===== src/rtl/ysyx_lsu_if.sv =====
// Request/response data bus between the LSU (master) and the data memory (slave).
interface ysyx_lsu_if;
  logic        req_valid;
  logic        req_ready;
  logic        req_wen;
  logic [31:0] req_addr;
  logic [31:0] req_wdata;
  logic [3:0]  req_wstrb;
  logic        rsp_valid;
  logic [31:0] rsp_rdata;
  logic        rsp_err;

  modport master (
    output req_valid, req_wen, req_addr, req_wdata, req_wstrb,
    input  req_ready, rsp_valid, rsp_rdata, rsp_err
  );

  modport slave (
    input  req_valid, req_wen, req_addr, req_wdata, req_wstrb,
    output req_ready, rsp_valid, rsp_rdata, rsp_err
  );
endinterface


===== src/rtl/ysyx_lsu.sv =====
// Memory-access stage: one instruction in flight, performs its load/store over
// the data bus, formats load data and hands the result to writeback.
module ysyx_lsu #(
  parameter int XLEN = 32
) (
  input  logic            clk,
  input  logic            rst,
  input  logic            prev_valid,
  output logic            ready_o,
  input  logic [XLEN-1:0] pc_i,
  input  logic [XLEN-1:0] inst_i,
  input  logic            ebreak_i,
  input  logic [4:0]      rd_i,
  input  logic [XLEN-1:0] result_i,
  input  logic [XLEN-1:0] sdata_i,
  input  logic            mem_ren_i,
  input  logic            mem_wen_i,
  input  logic [2:0]      funct3_i,
  ysyx_lsu_if.master      bus,
  input  logic            next_ready,
  output logic            valid_o,
  output logic [XLEN-1:0] pc_o,
  output logic [XLEN-1:0] inst_o,
  output logic            ebreak_o,
  output logic [4:0]      rd_o,
  output logic [XLEN-1:0] wdata_o,
  output logic            err_o
);

  typedef enum logic [1:0] {S_IDLE, S_REQ, S_WAIT, S_DONE} state_t;

  state_t      state;
  logic [31:0] addr_q;
  logic [31:0] bwdata_q;
  logic [3:0]  wstrb_q;
  logic        wen_q;
  logic [2:0]  f3_q;

  logic        bad;
  logic [3:0]  st_wstrb;
  logic [31:0] st_wdata;
  logic [31:0] ld_shift;
  logic [31:0] ld_data;

  always_comb begin
    bad = 1'b0;
    case (funct3_i)
      3'b000:  bad = 1'b0;
      3'b001:  bad = result_i[0];
      3'b010:  bad = |result_i[1:0];
      3'b100:  bad = mem_wen_i;
      3'b101:  bad = mem_wen_i | result_i[0];
      default: bad = 1'b1;
    endcase
    if (mem_ren_i && mem_wen_i) bad = 1'b1;

    st_wstrb = '0;
    st_wdata = '0;
    case (funct3_i[1:0])
      2'b00: begin
        st_wstrb = 4'b0001 << result_i[1:0];
        st_wdata = {4{sdata_i[7:0]}};
      end
      2'b01: begin
        st_wstrb = 4'b0011 << result_i[1:0];
        st_wdata = {2{sdata_i[15:0]}};
      end
      default: begin
        st_wstrb = 4'hF;
        st_wdata = sdata_i;
      end
    endcase

    // Addressed byte/halfword is moved down to lane 0 before sizing.
    ld_shift = bus.rsp_rdata >> {addr_q[1:0], 3'b000};
    case (f3_q)
      3'b000:  ld_data = {{24{ld_shift[7]}}, ld_shift[7:0]};
      3'b001:  ld_data = {{16{ld_shift[15]}}, ld_shift[15:0]};
      3'b100:  ld_data = {24'h0, ld_shift[7:0]};
      3'b101:  ld_data = {16'h0, ld_shift[15:0]};
      default: ld_data = ld_shift;
    endcase
  end

  assign ready_o       = (state == S_IDLE);
  assign valid_o       = (state == S_DONE);
  assign bus.req_valid = (state == S_REQ);
  assign bus.req_addr  = {addr_q[31:2], 2'b00};
  assign bus.req_wen   = wen_q;
  assign bus.req_wdata = bwdata_q;
  assign bus.req_wstrb = wstrb_q;

  always_ff @(posedge clk) begin
    if (rst) begin
      state    <= S_IDLE;
      pc_o     <= '0;
      inst_o   <= '0;
      ebreak_o <= 1'b0;
      rd_o     <= '0;
      wdata_o  <= '0;
      err_o    <= 1'b0;
      addr_q   <= '0;
      bwdata_q <= '0;
      wstrb_q  <= '0;
      wen_q    <= 1'b0;
      f3_q     <= '0;
    end else begin
      case (state)
        S_IDLE: if (prev_valid) begin
          pc_o     <= pc_i;
          inst_o   <= inst_i;
          ebreak_o <= ebreak_i;
          rd_o     <= rd_i;
          wdata_o  <= result_i;
          err_o    <= 1'b0;
          addr_q   <= result_i;
          f3_q     <= funct3_i;
          wen_q    <= mem_wen_i;
          wstrb_q  <= mem_wen_i ? st_wstrb : '0;
          bwdata_q <= mem_wen_i ? st_wdata : '0;
          if (!(mem_ren_i || mem_wen_i)) begin
            state <= S_DONE;
          end else if (bad) begin
            err_o   <= 1'b1;
            wdata_o <= '0;
            state   <= S_DONE;
          end else begin
            state <= S_REQ;
          end
        end
        S_REQ: if (bus.req_ready) state <= S_WAIT;
        S_WAIT: if (bus.rsp_valid) begin
          state <= S_DONE;
          if (bus.rsp_err) begin
            err_o   <= 1'b1;
            wdata_o <= '0;
          end else if (!wen_q) begin
            wdata_o <= ld_data;
          end
        end
        S_DONE: if (next_ready) state <= S_IDLE;
        default: state <= S_IDLE;
      endcase
    end
  end

endmodule


===== src/flat_wrapper.sv =====
// flat-port wrapper written by rule: the top's interface ports become plain ports
module ysyx_lsu_flat 
#(
  parameter int XLEN = 32
)
  (clk, rst, prev_valid, ready_o, pc_i, inst_i, ebreak_i, rd_i, result_i, sdata_i, mem_ren_i, mem_wen_i, funct3_i, next_ready, valid_o, pc_o, inst_o, ebreak_o, rd_o, wdata_o, err_o, bus_req_valid, bus_req_wen, bus_req_addr, bus_req_wdata, bus_req_wstrb, bus_req_ready, bus_rsp_valid, bus_rsp_rdata, bus_rsp_err);
  ysyx_lsu_if bus_i ();
  input  logic clk;
  input  logic rst;
  input  logic prev_valid;
  output logic ready_o;
  input  logic [XLEN-1:0] pc_i;
  input  logic [XLEN-1:0] inst_i;
  input  logic ebreak_i;
  input  logic [4:0] rd_i;
  input  logic [XLEN-1:0] result_i;
  input  logic [XLEN-1:0] sdata_i;
  input  logic mem_ren_i;
  input  logic mem_wen_i;
  input  logic [2:0] funct3_i;
  input  logic next_ready;
  output logic valid_o;
  output logic [XLEN-1:0] pc_o;
  output logic [XLEN-1:0] inst_o;
  output logic ebreak_o;
  output logic [4:0] rd_o;
  output logic [XLEN-1:0] wdata_o;
  output logic err_o;
  output wire logic [$bits(bus_i.req_valid)-1:0] bus_req_valid;
  output wire logic [$bits(bus_i.req_wen)-1:0] bus_req_wen;
  output wire logic [$bits(bus_i.req_addr)-1:0] bus_req_addr;
  output wire logic [$bits(bus_i.req_wdata)-1:0] bus_req_wdata;
  output wire logic [$bits(bus_i.req_wstrb)-1:0] bus_req_wstrb;
  input wire logic [$bits(bus_i.req_ready)-1:0] bus_req_ready;
  input wire logic [$bits(bus_i.rsp_valid)-1:0] bus_rsp_valid;
  input wire logic [$bits(bus_i.rsp_rdata)-1:0] bus_rsp_rdata;
  input wire logic [$bits(bus_i.rsp_err)-1:0] bus_rsp_err;
  assign bus_req_valid = bus_i.req_valid;
  assign bus_req_wen = bus_i.req_wen;
  assign bus_req_addr = bus_i.req_addr;
  assign bus_req_wdata = bus_i.req_wdata;
  assign bus_req_wstrb = bus_i.req_wstrb;
  assign bus_i.req_ready = bus_req_ready;
  assign bus_i.rsp_valid = bus_rsp_valid;
  assign bus_i.rsp_rdata = bus_rsp_rdata;
  assign bus_i.rsp_err = bus_rsp_err;
  ysyx_lsu #(.XLEN(XLEN)) u_core (.clk(clk), .rst(rst), .prev_valid(prev_valid), .ready_o(ready_o), .pc_i(pc_i), .inst_i(inst_i), .ebreak_i(ebreak_i), .rd_i(rd_i), .result_i(result_i), .sdata_i(sdata_i), .mem_ren_i(mem_ren_i), .mem_wen_i(mem_wen_i), .funct3_i(funct3_i), .bus(bus_i), .next_ready(next_ready), .valid_o(valid_o), .pc_o(pc_o), .inst_o(inst_o), .ebreak_o(ebreak_o), .rd_o(rd_o), .wdata_o(wdata_o), .err_o(err_o));
endmodule

===== config.mk =====
export PLATFORM = sky130hd
export DESIGN_NAME = ysyx_lsu_flat
export DESIGN_NICKNAME = d
export VERILOG_FILES = /design/src/rtl/ysyx_lsu_if.sv /design/src/rtl/ysyx_lsu.sv /design/src/flat_wrapper.sv
export SDC_FILE = /design/constraint.sdc
export NUM_CORES = 1
export LEC_CHECK = 0
export ABC_AREA = 0
export BUFFER_PORTS_ARGS = -buffer_cell sky130_fd_sc_hd__buf_4
export CORE_ASPECT_RATIO = 1.25
export CORE_UTILIZATION = 36
export CTS_CLUSTER_DIAMETER = 60
export DETAILED_ROUTE_END_ITERATION = 6
export HOLD_SLACK_MARGIN = 0.08
export PLACE_DENSITY = 0.65
export SYNTH_ARGS = -nofsm -noshare
export SYNTH_HDL_FRONTEND = slang
export SYNTH_SLANG_ARGS = --single-unit

===== constraint.sdc =====
create_clock -name clk -period 2.4 [get_ports clk]
set_clock_uncertainty 0.15 [all_clocks]
set_input_delay 0 -clock clk [delete_from_list [all_inputs] [get_ports clk]]
set_output_delay 0 -clock clk [all_outputs]
set_load 0.02 [all_outputs]

==> results.md <==
- Pleak: 0.00554 uW
- Sequential cell area fraction in the yosys report: 0.468
- Die area: 21600 sq um
- Worst EP arrival: approximately 2.5 ns
- Top library cells by usage in the layout, fill and taps aside: buf_4, nand2_1, dlygate4sd3_1, dfxtp_1, a21oi_1
- H-Tree Level Count: 4
- Worst setup EP type: flop
- # port buffers: 350
- Class of the most critical hold timing path: primary input to flop
- Kind of critical path: flop to flop
- Number of warning messages in the yosys log: 0
- Filler cell count: 1726
- Setup-failing EPs final: 0
- Leading cell type in the layout, fill and taps excluded: buf_4
- Detailed-routing iteration count for the pre-antenna-repair pass: 5
- Area of the core region: 20400 sq um
- Initial Utilization: 0.371
- Critical R2R Capture: u_core.pc_o[0]
- Hold path depth: 6
- Routability-driven placement congestion ratio: 0.861
- Setup TNS after final layout: 0 ns
- Reg-to-Reg Start: u_core.state[0]
- Source of the worst hold timing path: bus_rsp_rdata[3]
- Sum of overflow across all layers after global routing: 0
- # IOs: about 350
- Clock latency on the worst-skew pair: 0.43 ns
- Total buffers and inverters traversed by the critical path: 4
- Register-to-register setup slack: 0.13 ns
- Number of setup buffers added after CTS: 0
- Number of global-route vias before repair: 8356
- Pwr Density: 914 nW/um^2
- Maximum resistive drop on vdd: 0.000495 V
- FF-to-FF path depth: 8
- Number of clock sinks seen by CTS: 177
- Num CTS Buffers: 17
- Wire length of the first global-routing pass: roughly 43000 um
- Relative max-transition margin: 0.502
- Capture endpoint of the worst hold path: u_core.wdata_o[3]
- Final Cell Area: 12700 sq um
- Vias after detailed routing: 8451
- Maxcap violations: 0
- Die X-Extent: 132 um
- Setup repair after global routing missed its margin: false
- Critical-path cell with the highest stage delay: dlygate4sd3_1
- Critical path data required time: 2.62 ns
- Transition at the pin with the smallest max-transition slack: approximately 0.75 ns
- Syn Area/Cell: between 7 and 8 sq um
- Total count of max-transition violations in the final report: 0
- Remaining number of nets flagged by the antenna check after routing: 0
- Vias per Instance: around 4.9
- Kind of cell adding the most delay to the critical path: buffers and inverters
- Worst slack after detailed placement: 0.272 ns
- Minimum hold slack: 0.156 ns
- Period utilisation layout: 0.945
- Num rows: between 50 and 60
- Detailed router's first-iteration violation count: 453
- Antenna diode count: 0
- Signed area change from the synthesized netlist to the final layout: 67.5%
- Register bit count reported by yosys: 177
- Count of endpoints failing hold in the final timing report: 0
- Die Ht: 164 um
- Maximum root-to-sink buffer count: 2
- Gate Count Post-Synth: 953
- Worst path max stage delay: around 0.56 ns
- Buffer type at the clock tree root: clkbuf_16
- Number of design rule violations left after detail routing: 0
- Critical Path Source Type: flop
- Highest attainable clock frequency: 441 MHz
- Post-DR wirelength/cell: 16.7 um
- Pin count of the biggest net entering global routing: approximately 150
- TritonCTS clock tree: built
- Critical-path cell list: inv_1 > ha_1 > buf_4 > nand2_8 > buf_16 > nand2_1 > a21oi_1 > dlygate4sd3_1
- All-layer global routing usage: 0.254
- Crit path setup slack, layout: 0.131 ns
- Maximum net fanout on the critical path: 32
- Cell Area, Placed: 10200 sq um
- Result of the run: complete, no violations
- Number of nets in the layout: 1609
- Distinct cells, synth: 42
- Register cell area after layout: roughly 3500 sq um
- Number of antenna violations at the first check in global routing: 0
- Multi-input gate area: 3470 sq um
- Placed wire-length estimate: 18600 um
- Post-synth design cell area: between 7000 and 8000 sq um
- Clock period minus worst slack: 2.27 ns
- Fraction of layout cells with a size suffix above 1: 0.297
- Clock slew at the register clock pins of the worst setup and hold paths: around 0.070 ns
- WL final: 28500 um
==> power breakdown <==
group	switching, uW	leakage (uW)	total [uW]	internal (uW)
clock	1230	0.000282	2830	1610
combinational	2860	0.00381	4890	2030
sequential	353	0.00145	3870	3520
total	4440	0.00554	11600	7160
==> worst register-to-register path, delay by kind of cell, from the launching register on <==
family,cells,cell delay [ns]
AOI/OAI and AO/OA,1,0.14
DFF,1,0.38
and+or+nand+nor,2,0.27
buffers and inverters,4,1.05
adders and majority gates,1,0.23
==> layout make-up <==
cell class	instances	area share
Clock buffer	22	0.0366
Clock inverter	10	0.00976
Inverter	10	0.00296
Multi-Input combinational cell	662	0.273
Sequential cell	177	0.279
Tap cell	270	0.0266
Timing Repair Buffer	559	0.372
==> logic make-up after synthesis <==
family,after synthesis,synth area share
AND/OR/NAND/NOR,367,0.196
multiplexers,35,0.0492
AO/OA/AOI/OAI,253,0.200
adder cells (fa/ha/maj),4,0.00661
other,1,0.000495
flip-flops,177,0.468
buffers and inverters,116,0.0796
==> state kept, by name (all words and copies together), names as in the netlist, 3 cells and up <==
name	flops
u_core.rd_o	5
u_core.wdata_o	32
u_core.bus.req_wstrb	4
u_core.inst_o	32
u_core.addr_q	32
u_core.pc_o	32
u_core.bus.req_wdata	32
u_core.f3_q	3
==> how the worst max path moves through the flow <==
| stage | startpoint | endpoint | cells after the start | slack, ns |
|---|---|---|---|---|
| finish | u_core.state[0] | u_core.pc_o[0] | 8 | 0.13 |
| global route | u_core.state[0] | u_core.pc_o[1] | 8 | 0.0004 |
| CTS | u_core.state[0] | u_core.pc_o[0] | 8 | 0.02 |
| detailed placement | u_core.addr_q[1] | u_core.wdata_o[31] | 6 | 0.27 |
| global placement | u_core.state[0] | u_core.wdata_o[26] | 7 | 0.33 |
| floorplan | u_core.state[0] | u_core.wdata_o[23] | 10 | 0.22 |
==> cell usage after synthesis <==
library cell | n | share of area
a2111o_2 | 1 | 0.0017
a211oi_1 | 22 | 0.022
a21o_1 | 3 | 0.0030
a21oi_1 | 159 | 0.11
a21oi_2 | 2 | 0.0023
a21oi_4 | 1 | 0.0021
a221o_1 | 7 | 0.0093
a221oi_1 | 4 | 0.0046
a22oi_1 | 8 | 0.0079
a2bb2oi_1 | 2 | 0.0023
a311oi_1 | 16 | 0.018
a31oi_1 | 1 | 0.00083
and2_1 | 1 | 0.00083
and3_1 | 1 | 0.00083
buf_1 | 14 | 0.0069
buf_2 | 10 | 0.0066
buf_4 | 35 | 0.035
buf_6 | 3 | 0.0045
clkbuf_1 | 43 | 0.021
clkbuf_2 | 1 | 0.00066
conb_1 | 1 | 0.00050
dfxtp_1 | 177 | 0.47
ha_1 | 4 | 0.0066
inv_1 | 10 | 0.0050
mux2_2 | 8 | 0.012
mux2i_1 | 26 | 0.034
mux4_2 | 1 | 0.0030
nand2_1 | 266 | 0.13
nand2b_1 | 3 | 0.0025
nand3_1 | 1 | 0.00066
nor2_1 | 66 | 0.033
nor2b_1 | 11 | 0.0091
nor3_1 | 11 | 0.0073
nor3b_1 | 1 | 0.00099
nor3b_2 | 1 | 0.0017
nor3b_4 | 1 | 0.0025
nor4_4 | 1 | 0.0028
o211ai_1 | 1 | 0.00099
o21ai_0 | 24 | 0.016
o31ai_4 | 1 | 0.0028
o41ai_1 | 1 | 0.0012
or2_2 | 3 | 0.0025
==> timing repair <==
action | 4_1_cts | 5_1_grt
hold buffers | 186 | 0
endpoints found under the setup margin | 0 | 12
resized for setup | 0 | 5
endpoints found under the hold margin | 177 | 0
==> metal layers <==
layer	track usage	wire length [um]	vias to the layer above	part of all wire
met5	0	0	-	0
met4	0.117	981	0	0.034
met3	0.0574	1860	58	0.065
met2	0.462	14600	337	0.51
met1	0.282	11100	3927	0.39
li1	-	-	4129	-
==> stage by stage <==
stage           util  instances  power (uW)
6_report       0.622       1710       11600
2_1_floorplan      -        954        6670
3_5_place_dp   0.500       1491        8420
5_1_grt        0.622       1710       12200
3_3_place_gp   0.500       1491        8360
4_1_cts        0.620       1709       11500
Note: power is estimated with default switching activity, not from simulation.
